<file path="src/rtl/vdma_axi4_to_axi4s_core.sv">
// vdma_axi4_to_axi4s_core: fetches a 2-D frame over AXI4 AR/R and emits it as an AXI4-Stream video stream.
// Define VDMA_READ_ERROR_CNT_EN to add status_rresp_err, a saturating count of non-OKAY R beats.
module vdma_axi4_to_axi4s_core #(
  parameter int AXI4_ID_WIDTH    = 6,
  parameter int AXI4_ADDR_WIDTH  = 32,
  parameter int AXI4_LEN_WIDTH   = 8,
  parameter int AXI4_QOS_WIDTH   = 4,
  parameter int AXI4_DATA_SIZE   = 2,
  parameter int AXI4_DATA_WIDTH  = 8 << AXI4_DATA_SIZE,
  parameter int AXI4S_USER_WIDTH = 1,
  parameter int AXI4S_DATA_WIDTH = 24,
  parameter int STRIDE_WIDTH     = 14,
  parameter int INDEX_WIDTH      = 8,
  parameter int H_WIDTH          = 12,
  parameter int V_WIDTH          = 12
) (
  input  logic                        aresetn,
  input  logic                        aclk,
`ifdef VDMA_READ_ERROR_CNT_EN
  output logic [15:0]                 status_rresp_err,
`endif
  input  logic                        ctl_enable,
  input  logic                        ctl_update,
  output logic                        ctl_busy,
  output logic [INDEX_WIDTH-1:0]      ctl_index,
  input  logic [AXI4_ADDR_WIDTH-1:0]  param_addr,
  input  logic [STRIDE_WIDTH-1:0]     param_stride,
  input  logic [H_WIDTH-1:0]          param_width,
  input  logic [V_WIDTH-1:0]          param_height,
  input  logic [AXI4_LEN_WIDTH-1:0]   param_arlen,
  output logic [AXI4_ADDR_WIDTH-1:0]  monitor_addr,
  output logic [STRIDE_WIDTH-1:0]     monitor_stride,
  output logic [H_WIDTH-1:0]          monitor_width,
  output logic [V_WIDTH-1:0]          monitor_height,
  output logic [AXI4_LEN_WIDTH-1:0]   monitor_arlen,
  output logic [AXI4_ID_WIDTH-1:0]    m_axi4_arid,
  output logic [AXI4_ADDR_WIDTH-1:0]  m_axi4_araddr,
  output logic [1:0]                  m_axi4_arburst,
  output logic [3:0]                  m_axi4_arcache,
  output logic [AXI4_LEN_WIDTH-1:0]   m_axi4_arlen,
  output logic                        m_axi4_arlock,
  output logic [2:0]                  m_axi4_arprot,
  output logic [AXI4_QOS_WIDTH-1:0]   m_axi4_arqos,
  output logic [3:0]                  m_axi4_arregion,
  output logic [2:0]                  m_axi4_arsize,
  output logic                        m_axi4_arvalid,
  input  logic                        m_axi4_arready,
  input  logic [AXI4_ID_WIDTH-1:0]    m_axi4_rid,
  input  logic [1:0]                  m_axi4_rresp,
  input  logic [AXI4_DATA_WIDTH-1:0]  m_axi4_rdata,
  input  logic                        m_axi4_rlast,
  input  logic                        m_axi4_rvalid,
  output logic                        m_axi4_rready,
  output logic [AXI4S_USER_WIDTH-1:0] m_axi4s_tuser,
  output logic                        m_axi4s_tlast,
  output logic [AXI4S_DATA_WIDTH-1:0] m_axi4s_tdata,
  output logic                        m_axi4s_tvalid,
  input  logic                        m_axi4s_tready
);
  localparam logic [0:0] AR_IDLE = 1'b0, AR_ISSUE = 1'b1;
  localparam logic [0:0] R_IDLE = 1'b0, R_RUN = 1'b1;
  localparam logic [H_WIDTH-1:0] H_ONE = 1;
  localparam logic [V_WIDTH-1:0] V_ONE = 1;
  localparam logic [INDEX_WIDTH-1:0] IDX_ONE = 1;
  localparam logic [AXI4_ADDR_WIDTH-1:0] ADDR_ONE = 1;
  logic [0:0] ar_state, r_state;
  logic upd_pend, load, start, ar_hs, r_hs, r_beat, r_first;
  logic [AXI4_ADDR_WIDTH-1:0] nx_addr, line_base, addr_step;
  logic [STRIDE_WIDTH-1:0] nx_stride;
  logic [H_WIDTH-1:0] nx_width, nx_step, ar_step, ar_hcnt, r_hcnt;
  logic [V_WIDTH-1:0] nx_height, ar_vcnt, r_vcnt;
  logic [AXI4_LEN_WIDTH-1:0] nx_arlen;
  always_comb begin
    load      = ctl_update || upd_pend;
    nx_addr   = load ? param_addr : monitor_addr;
    nx_stride = load ? param_stride : monitor_stride;
    nx_width  = load ? param_width : monitor_width;
    nx_height = load ? param_height : monitor_height;
    nx_arlen  = load ? param_arlen : monitor_arlen;
    nx_step   = H_WIDTH'(nx_arlen) + H_ONE;
    ar_step   = H_WIDTH'(monitor_arlen) + H_ONE;
    addr_step = (AXI4_ADDR_WIDTH'(monitor_arlen) + ADDR_ONE) << AXI4_DATA_SIZE;
    start     = (!ctl_busy || (ar_state == AR_IDLE && r_state == R_IDLE)) && ctl_enable;
    ar_hs     = m_axi4_arvalid && m_axi4_arready;
    r_hs      = m_axi4_rvalid && m_axi4_rready;
    r_beat    = r_hs && r_state == R_RUN;
  end
  assign m_axi4_rready   = !m_axi4s_tvalid || m_axi4s_tready;
  assign m_axi4_arid     = '0;
  assign m_axi4_arburst  = 2'b01;
  assign m_axi4_arcache  = 4'b0011;
  assign m_axi4_arlock   = 1'b0;
  assign m_axi4_arprot   = 3'b000;
  assign m_axi4_arqos    = '0;
  assign m_axi4_arregion = 4'b0000;
  assign m_axi4_arsize   = 3'(AXI4_DATA_SIZE);
  assign m_axi4_arlen    = monitor_arlen;
  // ctl_update may be a pulse mid-frame, so it is remembered until the next frame start
  always_ff @(posedge aclk) begin
    if (!aresetn) begin
      ctl_busy  <= 1'b0;
      ctl_index <= '0;
      upd_pend  <= 1'b0;
    end else begin
      upd_pend <= !start && (upd_pend || ctl_update);
      if (start) begin
        ctl_busy  <= 1'b1;
        ctl_index <= ctl_index + IDX_ONE;
      end else if (!ctl_enable && ar_state == AR_IDLE && r_state == R_IDLE) ctl_busy <= 1'b0;
    end
  end
  always_ff @(posedge aclk) begin
    if (start && load) begin
      monitor_addr   <= param_addr;
      monitor_stride <= param_stride;
      monitor_width  <= param_width;
      monitor_height <= param_height;
      monitor_arlen  <= param_arlen;
    end
  end
  always_ff @(posedge aclk) begin
    if (!aresetn) begin
      ar_state       <= AR_IDLE;
      m_axi4_arvalid <= 1'b0;
    end else if (start) begin
      ar_state       <= AR_ISSUE;
      m_axi4_arvalid <= 1'b1;
      m_axi4_araddr  <= nx_addr;
      line_base      <= nx_addr + AXI4_ADDR_WIDTH'(nx_stride);
      ar_hcnt        <= nx_width - nx_step;
      ar_vcnt        <= nx_height - V_ONE;
    end else if (ar_hs) begin
      if (ar_hcnt == '0) begin
        if (ar_vcnt == '0) begin
          ar_state       <= AR_IDLE;
          m_axi4_arvalid <= 1'b0;
        end
        m_axi4_araddr <= line_base;
        line_base     <= line_base + AXI4_ADDR_WIDTH'(monitor_stride);
        ar_hcnt       <= monitor_width - ar_step;
        ar_vcnt       <= ar_vcnt - V_ONE;
      end else begin
        m_axi4_araddr <= m_axi4_araddr + addr_step;
        ar_hcnt       <= ar_hcnt - ar_step;
      end
    end
  end
  always_ff @(posedge aclk) begin
    if (!aresetn) begin
      r_state        <= R_IDLE;
      m_axi4s_tvalid <= 1'b0;
      m_axi4s_tuser  <= '0;
      m_axi4s_tlast  <= 1'b0;
    end else begin
      if (start) begin
        r_state <= R_RUN;
        r_hcnt  <= nx_width - H_ONE;
        r_vcnt  <= nx_height - V_ONE;
        r_first <= 1'b1;
      end else if (r_beat) begin
        r_first <= 1'b0;
        r_hcnt  <= r_hcnt == '0 ? monitor_width - H_ONE : r_hcnt - H_ONE;
        if (r_hcnt == '0) begin
          r_vcnt <= r_vcnt - V_ONE;
          if (r_vcnt == '0) r_state <= R_IDLE;
        end
      end
      if (r_beat) begin
        m_axi4s_tvalid <= 1'b1;
        m_axi4s_tdata  <= m_axi4_rdata[AXI4S_DATA_WIDTH-1:0];
        m_axi4s_tuser  <= AXI4S_USER_WIDTH'(r_first);
        m_axi4s_tlast  <= r_hcnt == '0;
      end else if (m_axi4s_tready) m_axi4s_tvalid <= 1'b0;
    end
  end
`ifdef VDMA_READ_ERROR_CNT_EN
  always_ff @(posedge aclk) begin
    if (!aresetn) status_rresp_err <= '0;
    else if (r_hs && m_axi4_rresp != 2'b00 && status_rresp_err != 16'hFFFF) status_rresp_err <= status_rresp_err + 16'd1;
  end
  logic unused_r;
  assign unused_r = ^{m_axi4_rid, m_axi4_rlast, m_axi4_rdata};
`else
  logic unused_r;
  assign unused_r = ^{m_axi4_rid, m_axi4_rlast, m_axi4_rdata, m_axi4_rresp};
`endif
endmodule

</file>
<file path="config.mk">
export PLATFORM = sky130hd
export DESIGN_NAME = vdma_axi4_to_axi4s_core
export DESIGN_NICKNAME = d
export VERILOG_FILES = /design/src/rtl/vdma_axi4_to_axi4s_core.sv
export SDC_FILE = /design/constraint.sdc
export NUM_CORES = 1
export LEC_CHECK = 0
export BUFFER_PORTS_ARGS = -buffer_cell sky130_fd_sc_hd__buf_2
export CAP_MARGIN = 20
export CORE_ASPECT_RATIO = 1.4
export CORE_MARGIN = 3
export CORE_UTILIZATION = 40
export CTS_CLUSTER_SIZE = 10
export DETAILED_ROUTE_END_ITERATION = 7
export PLACE_DENSITY = 0.71
export SYNTH_ARGS = -nofsm -noshare
export SYNTH_HDL_FRONTEND = slang
export SYNTH_SLANG_ARGS = --single-unit
</file>
<file path="constraint.sdc">
create_clock -name aclk -period 17.3 [get_ports aclk]
set_input_delay 0.865 -clock aclk [delete_from_list [all_inputs] [get_ports aclk]]
set_output_delay 0.865 -clock aclk [all_outputs]
set_load 0.01 [all_outputs]
</file>
==> reports/metrics.csv <==
metric,value,unit
status,"complete, no violations",
final wirelength,41400,microns
Die Area,38900,sq um
layout cells sized above 1,19.8,%
RSZ-0062 raised after global routing,no,
area delta synth->final,16.4,%
synth cell count leaders,"edfxtp_1 (215), nand2_1 (188), a21oi_1 (93)",
M3 GR Usage,3.29,%
post-synth top area cell,edfxtp_1,
clock sink total,230,
"critical path fanouts, max",40,
First-pass DRT Iterations,5,
Crit path buffers/inverters,2,
dominant synthesized flop cell,edfxtp_1,
final hold viol count,0,
sequential fraction of the synthesis area,46.3,%
met2 global-route usage,36.4,%
nets,1885,
Total GRT Usage,20.1,%
largest net degree at the start of global routing,77,
later-pin clock latency in the skew report,0.55,ns
"Setup violations, final",0,
Yosys cell types,75,
Power Density,91.6,nW/um^2
Die H,232,microns
post-CTS setup buffers,0,
GRT met1 Usage,23.8,%
slowest CP cell,a2111oi_0,
sequential share of power,44.0,%
crit path kind,reg2reg,
GPL Wtd Cong,0.931,
min Tclk post-route,4.51,ns
Max Cap Viol,0,
Comb power frac,22.6,%
Fin Setup TNS,0,ns
CP cell instances,nor2_4 > buf_4 > buf_4 > nand2_1 > nand2_1 > ha_1 > o21ai_0 > o21bai_1 > a21oi_1 > a21oi_1 > a2111oi_0 > xor2_1 > mux2i_1,
clock transition at the registers of the reported paths,0.06,ns
DRT iter0 DRCs,863,
DRC Markers,0,
crit path capture type,register,
Switching Power,467,uW
most frequent cell after synthesis,edfxtp_1,
Final ANT Viol Nets,0,
CTS Buffer Depth,3,
Pint,1.09,mW
final core occ,47.3,%
area share of the largest cell type after synthesis,44.2,%
Synth warnings,0,
switching share of power,30.0,%
slew of the pin with the lowest slew margin,1.14,ns
critical path launch point type,register,
Max VDD drop,0.0749,mV
TritonCTS clock tree,done,
CP Data Arrival Time,4.79,ns
Port Buf Inserts,264,
Root Driver,clkbuf_16,
CTS H-tree lvls,1,
gr busiest metal,met2,
IO Pins,309,
CP peak stage delay,0.63,ns
row count,82,
Syn Inst Count,1455,
Max Slew Vio Count,0,
# hold bufs at CTS,0,
fmax,222,MHz
setup ws final,12.79,ns
Initial Util,40.7,%
Clk network pwr share,33.3,%
Worst Skew,0.0233,ns
clock buffer count from CTS,27,
vias per std cell,5.62,
"delay-heaviest family, CP",compound AO/OA/AOI/OAI gates,
Vias,12200,
Tightest Hold Check Type,in2reg,
Syn Area/Cell,10.0,sq um
Post-DP HPWL,30900,microns
DIE WIDTH,167,microns
fin crit share,26.0,%
relative slew slack,23.4,%
Yosys reg bits,230,
Synth area leaders,"edfxtp_1 (44%), ha_1 (5.1%), nand2_1 (4.8%), xnor2_1 (4.4%), mux2i_1 (3.4%)",
total core area,35900,sq um
first-pass GRT wire length,63700,microns
DR WL/cell,19.1,microns
share of flip-flops with an asynchronous set or reset,0,%
"EDFF count, synth",215,
vias in the first global route,11900,
Leakage,6.70,nW
Crit path required time,17.58,ns
initial antenna violation count,0,
number of diodes,0,
Resize count post-CTS,0,
global route total overflow,0,
Netlist Area Pre-Place,14600,sq um
post-place setup slack,12.21,ns
-- state kept, by name (all words and copies together) (netlist names) --
name            flops
m_axi4s_tdata      24
ctl_index           8
m_axi4_araddr      32
r_state             1
m_axi4s_tlast       1
line_base          32
ar_vcnt            12
r_hcnt             12
monitor_width      12
ar_state            1
monitor_stride     14
r_first             1
m_axi4s_tuser       1
ar_hcnt            12
upd_pend            1
r_vcnt             12
monitor_height     12
m_axi4s_tvalid      1
monitor_addr       32
m_axi4_arlen        8
ctl_busy            1
-- stage by stage --
step	hold WS, ns	cells	power, mW	area [sq um]
2_1_floorplan	0.455	1480	0.943	14700
3_3_place_gp	0.470	2125	1.04	16200
3_5_place_dp	0.476	2125	1.05	16200
4_1_cts	0.462	2168	1.57	17000
5_1_grt	0.470	2170	1.63	17000
6_report	0.484	2170	1.56	17000
-- layer usage --
| metal | up-vias | part of all wire (%) |
|---|---|---|
| met5 | - | 0 |
| met4 | 0 | 3.8 |
| met3 | 104 | 6.4 |
| met2 | 451 | 51 |
| met1 | 5812 | 39 |
| li1 | 5825 | - |
-- power by group through the flow --
stage	clock network (mW)	logic [mW]	registers [mW]
floorplan	0	0.243	0.699
global route	0.550	0.391	0.690
CTS	0.531	0.352	0.685
finish	0.519	0.353	0.686
detailed placement	0	0.350	0.697
global placement	0	0.341	0.695
-- logic make-up after synthesis --
logic type,share of synthesized area (%)
other,0.0514
AND/OR/NAND/NOR,16.7
XOR/XNOR,7.74
AO/OA/AOI/OAI,14.9
buffers and inverters,4.45
flip-flops,46.3
multiplexers,4.04
adder cells (fa/ha/maj),5.83
-- layout by cell type (no fill, tap or decap), types with 18 or more instances in the layout --
cell type / netlist / routed
a21o_1: 20 / 20
a21oi_1: 93 / 93
buf_2: 12 / 264
clkbuf_16: 0 / 27
conb_1: 2 / 27
edfxtp_1: 215 / 215
ha_1: 60 / 60
inv_1: 35 / 35
mux2i_1: 50 / 50
nand2_1: 188 / 187
nand3_1: 45 / 45
nand4_1: 18 / 18
nor2_1: 88 / 86
nor3_1: 39 / 38
o211ai_1: 21 / 21
o21ai_0: 53 / 53
o21ai_1: 24 / 24
or3_1: 19 / 19
xnor2_1: 73 / 73
xor2_1: 56 / 56
-- area by class of cell --
| type | instances | area [sq um] |
|---|---|---|
| Inverter | 36 | 135 |
| Sequential cell | 230 | 6760 |
| Fill cell | 3338 | 18900 |
| Clock inverter | 2 | 12.5 |
| Tap cell | 462 | 578 |
| Timing Repair Buffer | 279 | 1430 |
| Multi-Input combinational cell | 1120 | 7330 |
| Clock buffer | 41 | 748 |
-- final timing paths --
path | startpoint | endpoint | slack, ns | cells past startpoint
max | upd_pend | ar_hcnt[11] | 12.79 | 13
min | m_axi4_rdata[3] | m_axi4s_tdata[3] | 0.48 | 1
max reg2reg | upd_pend | ar_hcnt[11] | 12.79 | 13
min reg2reg | m_axi4s_tlast | m_axi4s_tlast | 0.49 | 2
(Power assumes the default switching activity.)
